==> config.mk <==
export PLATFORM = sky130hd
export DESIGN_NAME = pe_row_acc
export DESIGN_NICKNAME = d
export VERILOG_FILES = /design/src/rtl/pe_row_acc.sv
export SDC_FILE = /design/constraint.sdc
export NUM_CORES = 2
export LEC_CHECK = 0
export CORE_ASPECT_RATIO = 0.9
export CORE_UTILIZATION = 60
export CTS_CLUSTER_DIAMETER = 150
export DETAILED_ROUTE_END_ITERATION = 12
export DONT_BUFFER_PORTS = 1
export PLACE_DENSITY = 0.76
export SLEW_MARGIN = 10
export SYNTH_ARGS = -nofsm -noshare
export SYNTH_HDL_FRONTEND = slang
export SYNTH_SLANG_ARGS = --single-unit
==> constraint.sdc <==
create_clock -name clk -period 14 [get_ports clk]
set_clock_uncertainty 0.15 [all_clocks]
set_input_delay 2.8 -clock clk [delete_from_list [all_inputs] [get_ports clk]]
set_output_delay 2.8 -clock clk [all_outputs]
set_load 0.05 [all_outputs]
==> src/rtl/pe_row_acc.sv <==
// pe_row_acc: one processing-element row. LANES signed multiplies feed an
// adder tree and a dot-product accumulator over a 3-stage pipeline
// (S1 products, S2 tree sum, S3 accumulator/result).
// Optional build macro PE_ROW_ACC_SAT_EN: the S3 addition saturates and a
// sat_flag output marks results in which any tile saturated. Without it the
// accumulator wraps two's complement at ACC_BW.
module pe_row_acc #(
  parameter int DATA_BW        = 8,
  parameter int WEIGHT_BW      = 8,
  parameter int LANES          = 8,
  parameter int PARTIAL_MUL_BW = 16,
  parameter int ACC_BW         = 32
) (
  input  logic                          clk,
  input  logic                          rst,
  input  logic                          w_load_valid,
  output logic                          w_load_ready,
  input  logic [WEIGHT_BW*LANES-1:0]    w_load_data,
  input  logic                          in_valid,
  output logic                          in_ready,
  input  logic                          in_last,
  input  logic [DATA_BW*LANES-1:0]      data_in,
  output logic                          out_valid,
  input  logic                          out_ready,
  output logic signed [ACC_BW-1:0]      data_out,
  output logic                          busy
`ifdef PE_ROW_ACC_SAT_EN
  ,
  output logic                          sat_flag
`endif
);

  logic signed [WEIGHT_BW-1:0]      wgt     [LANES];
  logic signed [PARTIAL_MUL_BW-1:0] prod_c  [LANES];
  logic signed [PARTIAL_MUL_BW-1:0] prod_p1 [LANES];
  logic                             vld_p1, last_p1;
  logic signed [ACC_BW-1:0]         tree_sum;
  logic signed [ACC_BW-1:0]         sum_p2;
  logic                             vld_p2, last_p2;
  logic signed [ACC_BW-1:0]         acc;
  logic signed [ACC_BW-1:0]         acc_next;
  logic                             acc_open;
  logic                             adv, w_take, in_take, s3_fire;
`ifdef PE_ROW_ACC_SAT_EN
  logic                             sat_now, sat_acc;
`endif

  // Full-precision signed product, sign-extended to the registered lane width.
  function automatic logic signed [PARTIAL_MUL_BW-1:0] mul_ext(
    input logic signed [DATA_BW-1:0]   a,
    input logic signed [WEIGHT_BW-1:0] b
  );
    logic signed [DATA_BW+WEIGHT_BW-1:0] p;
    p = a * b;
    return PARTIAL_MUL_BW'(p);
  endfunction

`ifdef PE_ROW_ACC_SAT_EN
  // Saturating add; MSB of the return value is the overflow indication.
  function automatic logic [ACC_BW:0] sat_add(
    input logic signed [ACC_BW-1:0] a,
    input logic signed [ACC_BW-1:0] b
  );
    logic [ACC_BW:0] w;
    w = {a[ACC_BW-1], a} + {b[ACC_BW-1], b};
    if (w[ACC_BW] != w[ACC_BW-1]) begin
      if (w[ACC_BW]) return {1'b1, 1'b1, {(ACC_BW-1){1'b0}}};
      else           return {1'b1, 1'b0, {(ACC_BW-1){1'b1}}};
    end
    return {1'b0, w[ACC_BW-1:0]};
  endfunction
`endif

  // Handshake: the whole pipe advances only when the result slot can move.
  // A weight load is allowed only with no tile anywhere in flight, and it
  // takes priority over an activation offered in the same cycle.
  always_comb begin
    adv          = !out_valid || out_ready;
    busy         = vld_p1 || vld_p2 || acc_open;
    w_load_ready = !busy;
    w_take       = w_load_valid && w_load_ready;
    in_ready     = adv && !w_take;
    in_take      = in_valid && in_ready;
    s3_fire      = adv && vld_p2;
  end

  // Lane products from the incoming activation and the held weights.
  always_comb begin
    for (int i = 0; i < LANES; i++) begin
      prod_c[i] = mul_ext(data_in[i*DATA_BW +: DATA_BW], wgt[i]);
    end
  end

  // Adder tree over the registered lane products.
  always_comb begin
    tree_sum = '0;
    for (int i = 0; i < LANES; i++) begin
      tree_sum = tree_sum + ACC_BW'(prod_p1[i]);
    end
  end

  // Accumulator update value for the tile sitting in S2.
  always_comb begin
`ifdef PE_ROW_ACC_SAT_EN
    logic [ACC_BW:0] r;
    r        = sat_add(acc, sum_p2);
    acc_next = r[ACC_BW-1:0];
    sat_now  = r[ACC_BW];
`else
    acc_next = acc + sum_p2;
`endif
  end

  // Weight register: all lanes replaced in one accepted load.
  always_ff @(posedge clk or posedge rst) begin
    if (rst) begin
      for (int i = 0; i < LANES; i++) wgt[i] <= '0;
    end else if (w_take) begin
      for (int i = 0; i < LANES; i++) wgt[i] <= w_load_data[i*WEIGHT_BW +: WEIGHT_BW];
    end
  end

  // ---- S1: lane products ----
  always_ff @(posedge clk or posedge rst) begin
    if (rst) begin
      vld_p1  <= 1'b0;
      last_p1 <= 1'b0;
      for (int i = 0; i < LANES; i++) prod_p1[i] <= '0;
    end else if (adv) begin
      vld_p1  <= in_take;
      last_p1 <= in_last;
      for (int i = 0; i < LANES; i++) prod_p1[i] <= prod_c[i];
    end
  end

  // ---- S2: tree sum ----
  always_ff @(posedge clk or posedge rst) begin
    if (rst) begin
      vld_p2  <= 1'b0;
      last_p2 <= 1'b0;
      sum_p2  <= '0;
    end else if (adv) begin
      vld_p2  <= vld_p1;
      last_p2 <= last_p1;
      sum_p2  <= tree_sum;
    end
  end

  // ---- S3: accumulator and result register ----
  always_ff @(posedge clk or posedge rst) begin
    if (rst) begin
      acc       <= '0;
      acc_open  <= 1'b0;
      data_out  <= '0;
      out_valid <= 1'b0;
`ifdef PE_ROW_ACC_SAT_EN
      sat_acc   <= 1'b0;
      sat_flag  <= 1'b0;
`endif
    end else begin
      if (s3_fire) begin
        if (last_p2) begin
          // Result leaves and the accumulator restarts in the same cycle.
          data_out <= acc_next;
          acc      <= '0;
          acc_open <= 1'b0;
`ifdef PE_ROW_ACC_SAT_EN
          sat_flag <= sat_acc || sat_now;
          sat_acc  <= 1'b0;
`endif
        end else begin
          acc      <= acc_next;
          acc_open <= 1'b1;
`ifdef PE_ROW_ACC_SAT_EN
          sat_acc  <= sat_acc || sat_now;
`endif
        end
      end
      if (s3_fire && last_p2) out_valid <= 1'b1;
      else if (out_ready)     out_valid <= 1'b0;
    end
  end

endmodule

Word-level counts from Yosys, hierarchy flattened. Index checks and enable logic that the tools add are counted.

Register bits: 294. Input port bits: 134. Output and inout port bits: 36. Logic and storage cells: 58.

Add/sub/neg operators: 8. $mul: 8. Mux-type cells: 4. Reduce and logical (&&, ||, !) cells: 13.

Operators by type and width (count): $mul A8 B8 Y16 (8); $add A32 B32 Y32 (1); $mux W32 (1); $add A22 B16 Y23 (1); $add A21 B16 Y22 (1); $add A20 B16 Y21 (1); $add A19 B16 Y20 (1); $add A18 B16 Y19 (1); $add A17 B16 Y18 (1); $add A16 B16 Y17 (1); $logic_and A1 B1 Y1 (5); $logic_not A1 Y1 (3); $logic_or A1 B1 Y1 (3); $mux W1 (3); $reduce_and A2 Y1 (1); $reduce_bool A2 Y1 (1).

Depth between registers and ports, before layout.
Depth in word-level cells: 7. Mapped depth: 19. Gate-level depth less buffers: 19.

Worst setup path after synthesis. Ideal clock, no wire load.

Path kind: input port to output port. Start point: input w_load_valid. End point: output in_ready. Arrival: 3977 ps. Required time: 11050 ps. Slack: 7073 ps. Stages on the path: 4. Buffers on the path: 2. Cells stage by stage: and2_1 clkbuf_1 clkbuf_1 nor2_1.

Cells in the longest elaborated chain, start to end: 3.

RTL lines: from (decl) (line 16) `input logic w_load_valid,`; $logic_and A1 B1 Y1 (line 81) `w_take = w_load_valid && w_load_ready;`; $logic_not A1 Y1 (line 82) `in_ready = adv && !w_take;`; $logic_and A1 B1 Y1 (line 82); to (decl) (line 20) `output logic in_ready,`.

No other way between the ends.

Worst setup path in the final report. Ends and elaborated chain as after synthesis.

==> flow_summary_export.csv <==
group,metric,value,unit
clock_network,ctsHtreeMaxLevel,2,
global_route,number_of_global_route_vias_before_repair,24693,
sta,worst_slew_margin_rel,29.25,%
sta,min_period_over_period,48.54,%
global_route,grt_max_degree,101,
setup_path,critical-path-top-delay-family,"simple AND/OR/NAND/NOR gates",
routing,remaining_drc_errors,0,
yosys,ys.warnings.count,0,
setup_path,startpoint_type,"input port",
layout,utilization,64.50,%
yosys,synth_top_area_share,31.00,%
die,design.die.area,59200,sq um
sta,finalHoldViolations,0,
setup_path,critical_path_required,11.05,ns
sta,setup-violations-final,0,
setup_path,critPathArrivalTime,3.85,ns
global_route,overflow_left_after_global_routing,0,
place,place_congestion,0.8971,
setup_path,setup.reg_to_reg.worst_slack,8.60,ns
clock_network,post_cts_hold_buffer_count,0,
die,die_h,230.9,microns
layout,share_of_post_route_cells_with_drive_strength_above_1,4.700,%
yosys,synth_fp_nets,4629,
setup_path,cp.buffers_inverters,0,
yosys,synth.largest_area_cell,"sky130_fd_sc_hd__fa_1",
setup_path,reg2reg_to,"sum_p2[30]",
die,die_width,256.4,microns
sta,max_freq,0.1472,GHz
clock_network,clkLatencyLatePin,0.56,ns
sta,totalNegativeSetupSlack,0,ns
setup_path,timing.setup.critical_path_class,"in -> out",
routing,avgViaCountPerCell,5.375,
routing,route.antenna.remaining_nets,0,
yosys,synth.avg_cell_area,9.520,sq um
job,timing.max_cap.violations,0,
setup_path,cpPeakStageDelay,0.75,ns
sta,worstMarginPinSlew,1.061,ns
hold_path,min_path_cells,2,
yosys,async_reset_ff_share,100.0,%
clock_network,clock_tree_from_tritoncts,"built",
clock_network,cts-root-to-sink-buffers,3,
sta,setup_repair_after_global_routing_missed_its_margin,"no",
die,std_cell_rows,83,
place,dp_hpwl,60160,microns
routing,dr.pass1.iters,5,
yosys,synthMostInstantiatedCell,"sky130_fd_sc_hd__inv_1",
clock_network,clock_tree_sinks,285,
layout,ant_diodes,0,
yosys,synth_top_flop_cell,"sky130_fd_sc_hd__dfrtp_1",
global_route,globalRouteTotalUtil,26.53,%
yosys,synth.cell_area,34940,sq um
routing,drt-total-wl,74240,microns
yosys,ys_ff_latch,285,
yosys,synth_enable_flop_cells,0,
global_route,global_route_wire_length_before_repair,125800,microns
sta,final-max-slew-violation-count,0,
place,io_buf_count,0,
layout,fill_cell_count,4792,
setup_path,cp_max_fo,30,
setup_path,rr_worst_depth,19,
setup_path,worstPathCellList,"and2_4, nor2_1",
hold_path,timing.hold.worst_endpoint,"last_p1",
global_route,antenna_found_initial,0,
setup_path,rr_startpoint,"prod_p1[2]",
clock_network,tritoncts.num_buffers,36,
layout,areaGrowthSynthToFinish,5.834,%
outcome,status,"finished clean",
routing,post_drt_wl_per_cell,16.70,microns
routing,initial_detailed_routing_violation_count,1490,
die,area_of_the_placeable_core,57330,sq um
routing,detailroute.via_count,23896,
yosys,ys_top_cells_by_count,"sky130_fd_sc_hd__inv_1, sky130_fd_sc_hd__fa_1, sky130_fd_sc_hd__and2_1, sky130_fd_sc_hd__dfrtp_1, sky130_fd_sc_hd__ha_1",
yosys,synth_cell_type_count,62,
clock_network,cts_resized,0,
setup_path,crit_slowest_cell,"sky130_fd_sc_hd__nor2_1",
die,floorplan.initialDensity,60.95,%
yosys,synthesis.instances,3670,
hold_path,worstHoldPathType,"reg -> reg",
clock_network,post_cts_buffers,0,
sta,period_minus_slack,6.796,ns
layout,final_net_count,4617,
die,pin_count,170,
clock_network,clock_pin_slew_of_the_registers_on_the_worst_case_setup_and_hold_paths,0.05,ns
clock_network,cts.root.buffer_cell,"sky130_fd_sc_hd__clkbuf_16",
hold_path,hp-start,"last_p1",
setup_path,cp-end-kind,"primary output",
yosys,post_synth_main_area_contributors,"sky130_fd_sc_hd__fa_1, sky130_fd_sc_hd__dfrtp_1, sky130_fd_sc_hd__ha_1",
yosys,yosysSeqAreaShare,20.41,%
[area by class of cell]
class,instances,area (sq um),area share (%)
clock buffer,42,943.4,2.551
inverter,847,3187,8.618
timing repair buffer,9,67.56,0.1827
clock inverter,19,269.0,0.7275
tap,765,957.2,2.589
multi-input combinational,2479,24420,66.04
sequential,285,7132,19.29
[state kept, by name, indices dropped and copies added, names as in the netlist]
signal	count
out_valid	1
prod_p1	128
acc_open	1
last_p1	1
acc	32
data_out	32
last_p2	1
vld_p1	1
vld_p2	1
sum_p2	23
wgt	64
[logic make-up after synthesis]
family / after synthesis / synth area share (%)
and+or+nand+nor: 951 / 13.78
buffers and inverters: 906 / 9.755
adders and majority gates: 825 / 41.17
AOI/OAI and AO/OA: 479 / 8.663
DFF: 285 / 20.41
xor gates and xnor gates: 139 / 3.484
muxes: 85 / 2.736
[placed cells by master, fill, tap and decap left out, types with 5 or more instances in the layout]
cell / n
sky130_fd_sc_hd__fa_1: 541
sky130_fd_sc_hd__or3_1: 19
sky130_fd_sc_hd__dfrtp_1: 285
sky130_fd_sc_hd__clkinv_4: 5
sky130_fd_sc_hd__and3_1: 19
sky130_fd_sc_hd__nand2b_1: 37
sky130_fd_sc_hd__a211oi_1: 9
sky130_fd_sc_hd__a22o_1: 25
sky130_fd_sc_hd__a21boi_0: 11
sky130_fd_sc_hd__o21a_1: 23
sky130_fd_sc_hd__nor3_1: 41
sky130_fd_sc_hd__nand4_1: 9
sky130_fd_sc_hd__inv_1: 846
sky130_fd_sc_hd__bufinv_16: 5
sky130_fd_sc_hd__o211ai_1: 13
sky130_fd_sc_hd__a21o_1: 21
sky130_fd_sc_hd__o22ai_1: 8
sky130_fd_sc_hd__mux2_2: 83
sky130_fd_sc_hd__o21bai_1: 8
sky130_fd_sc_hd__ha_1: 284
sky130_fd_sc_hd__clkbuf_16: 36
sky130_fd_sc_hd__o21ba_2: 5
sky130_fd_sc_hd__o211a_1: 8
sky130_fd_sc_hd__nor2_1: 157
sky130_fd_sc_hd__clkinv_2: 6
sky130_fd_sc_hd__o21ai_1: 11
sky130_fd_sc_hd__o21ai_0: 128
sky130_fd_sc_hd__o41a_1: 5
sky130_fd_sc_hd__xnor2_1: 94
sky130_fd_sc_hd__nor2b_1: 19
sky130_fd_sc_hd__o31ai_1: 39
sky130_fd_sc_hd__a21oi_1: 139
sky130_fd_sc_hd__and2_1: 327
sky130_fd_sc_hd__buf_4: 9
sky130_fd_sc_hd__nand2_1: 278
sky130_fd_sc_hd__xor2_1: 45
sky130_fd_sc_hd__nand3_1: 27
[worst max-delay path by stage]
stage                  from            to  cells after the start
2_1_floorplan           rst        acc[0]                      1
3_3_place_gp    data_in[11]  prod_p1[110]                     16
3_5_place_dp    data_in[44]   prod_p1[46]                     18
4_1_cts        w_load_valid      in_ready                      2
5_1_grt        w_load_valid      in_ready                      2
6_report       w_load_valid      in_ready                      2
[layer usage]
metal / GRT usage [%] / share of wire, % / up-vias
met5: 0 / 0 / -
met4: 5.857 / 2.1 / 0
met3: 3.535 / 4.9 / 84
met2: 42.00 / 46 / 517
met1: 39.10 / 47 / 11962
li1: - / - / 11333
[per-stage QoR]
step | hold WS (ns) | instance area [sq um] | setup WS [ns] | std cells
finish | 0.3226 | 36980 | 7.204 | 4446
global route | 0.3445 | 36980 | 7.174 | 4446
CTS | 0.3223 | 36980 | 7.210 | 4446
detailed placement | 0.3088 | 35760 | 6.941 | 4385
global placement | 0.2993 | 35760 | 7.028 | 4385
floorplan | 0.2886 | 34940 | 3.186 | 3670
Power is left out: the tool's default activity adds up to more than one toggle a clock period on the data nets, which glitch-free logic cannot reach.
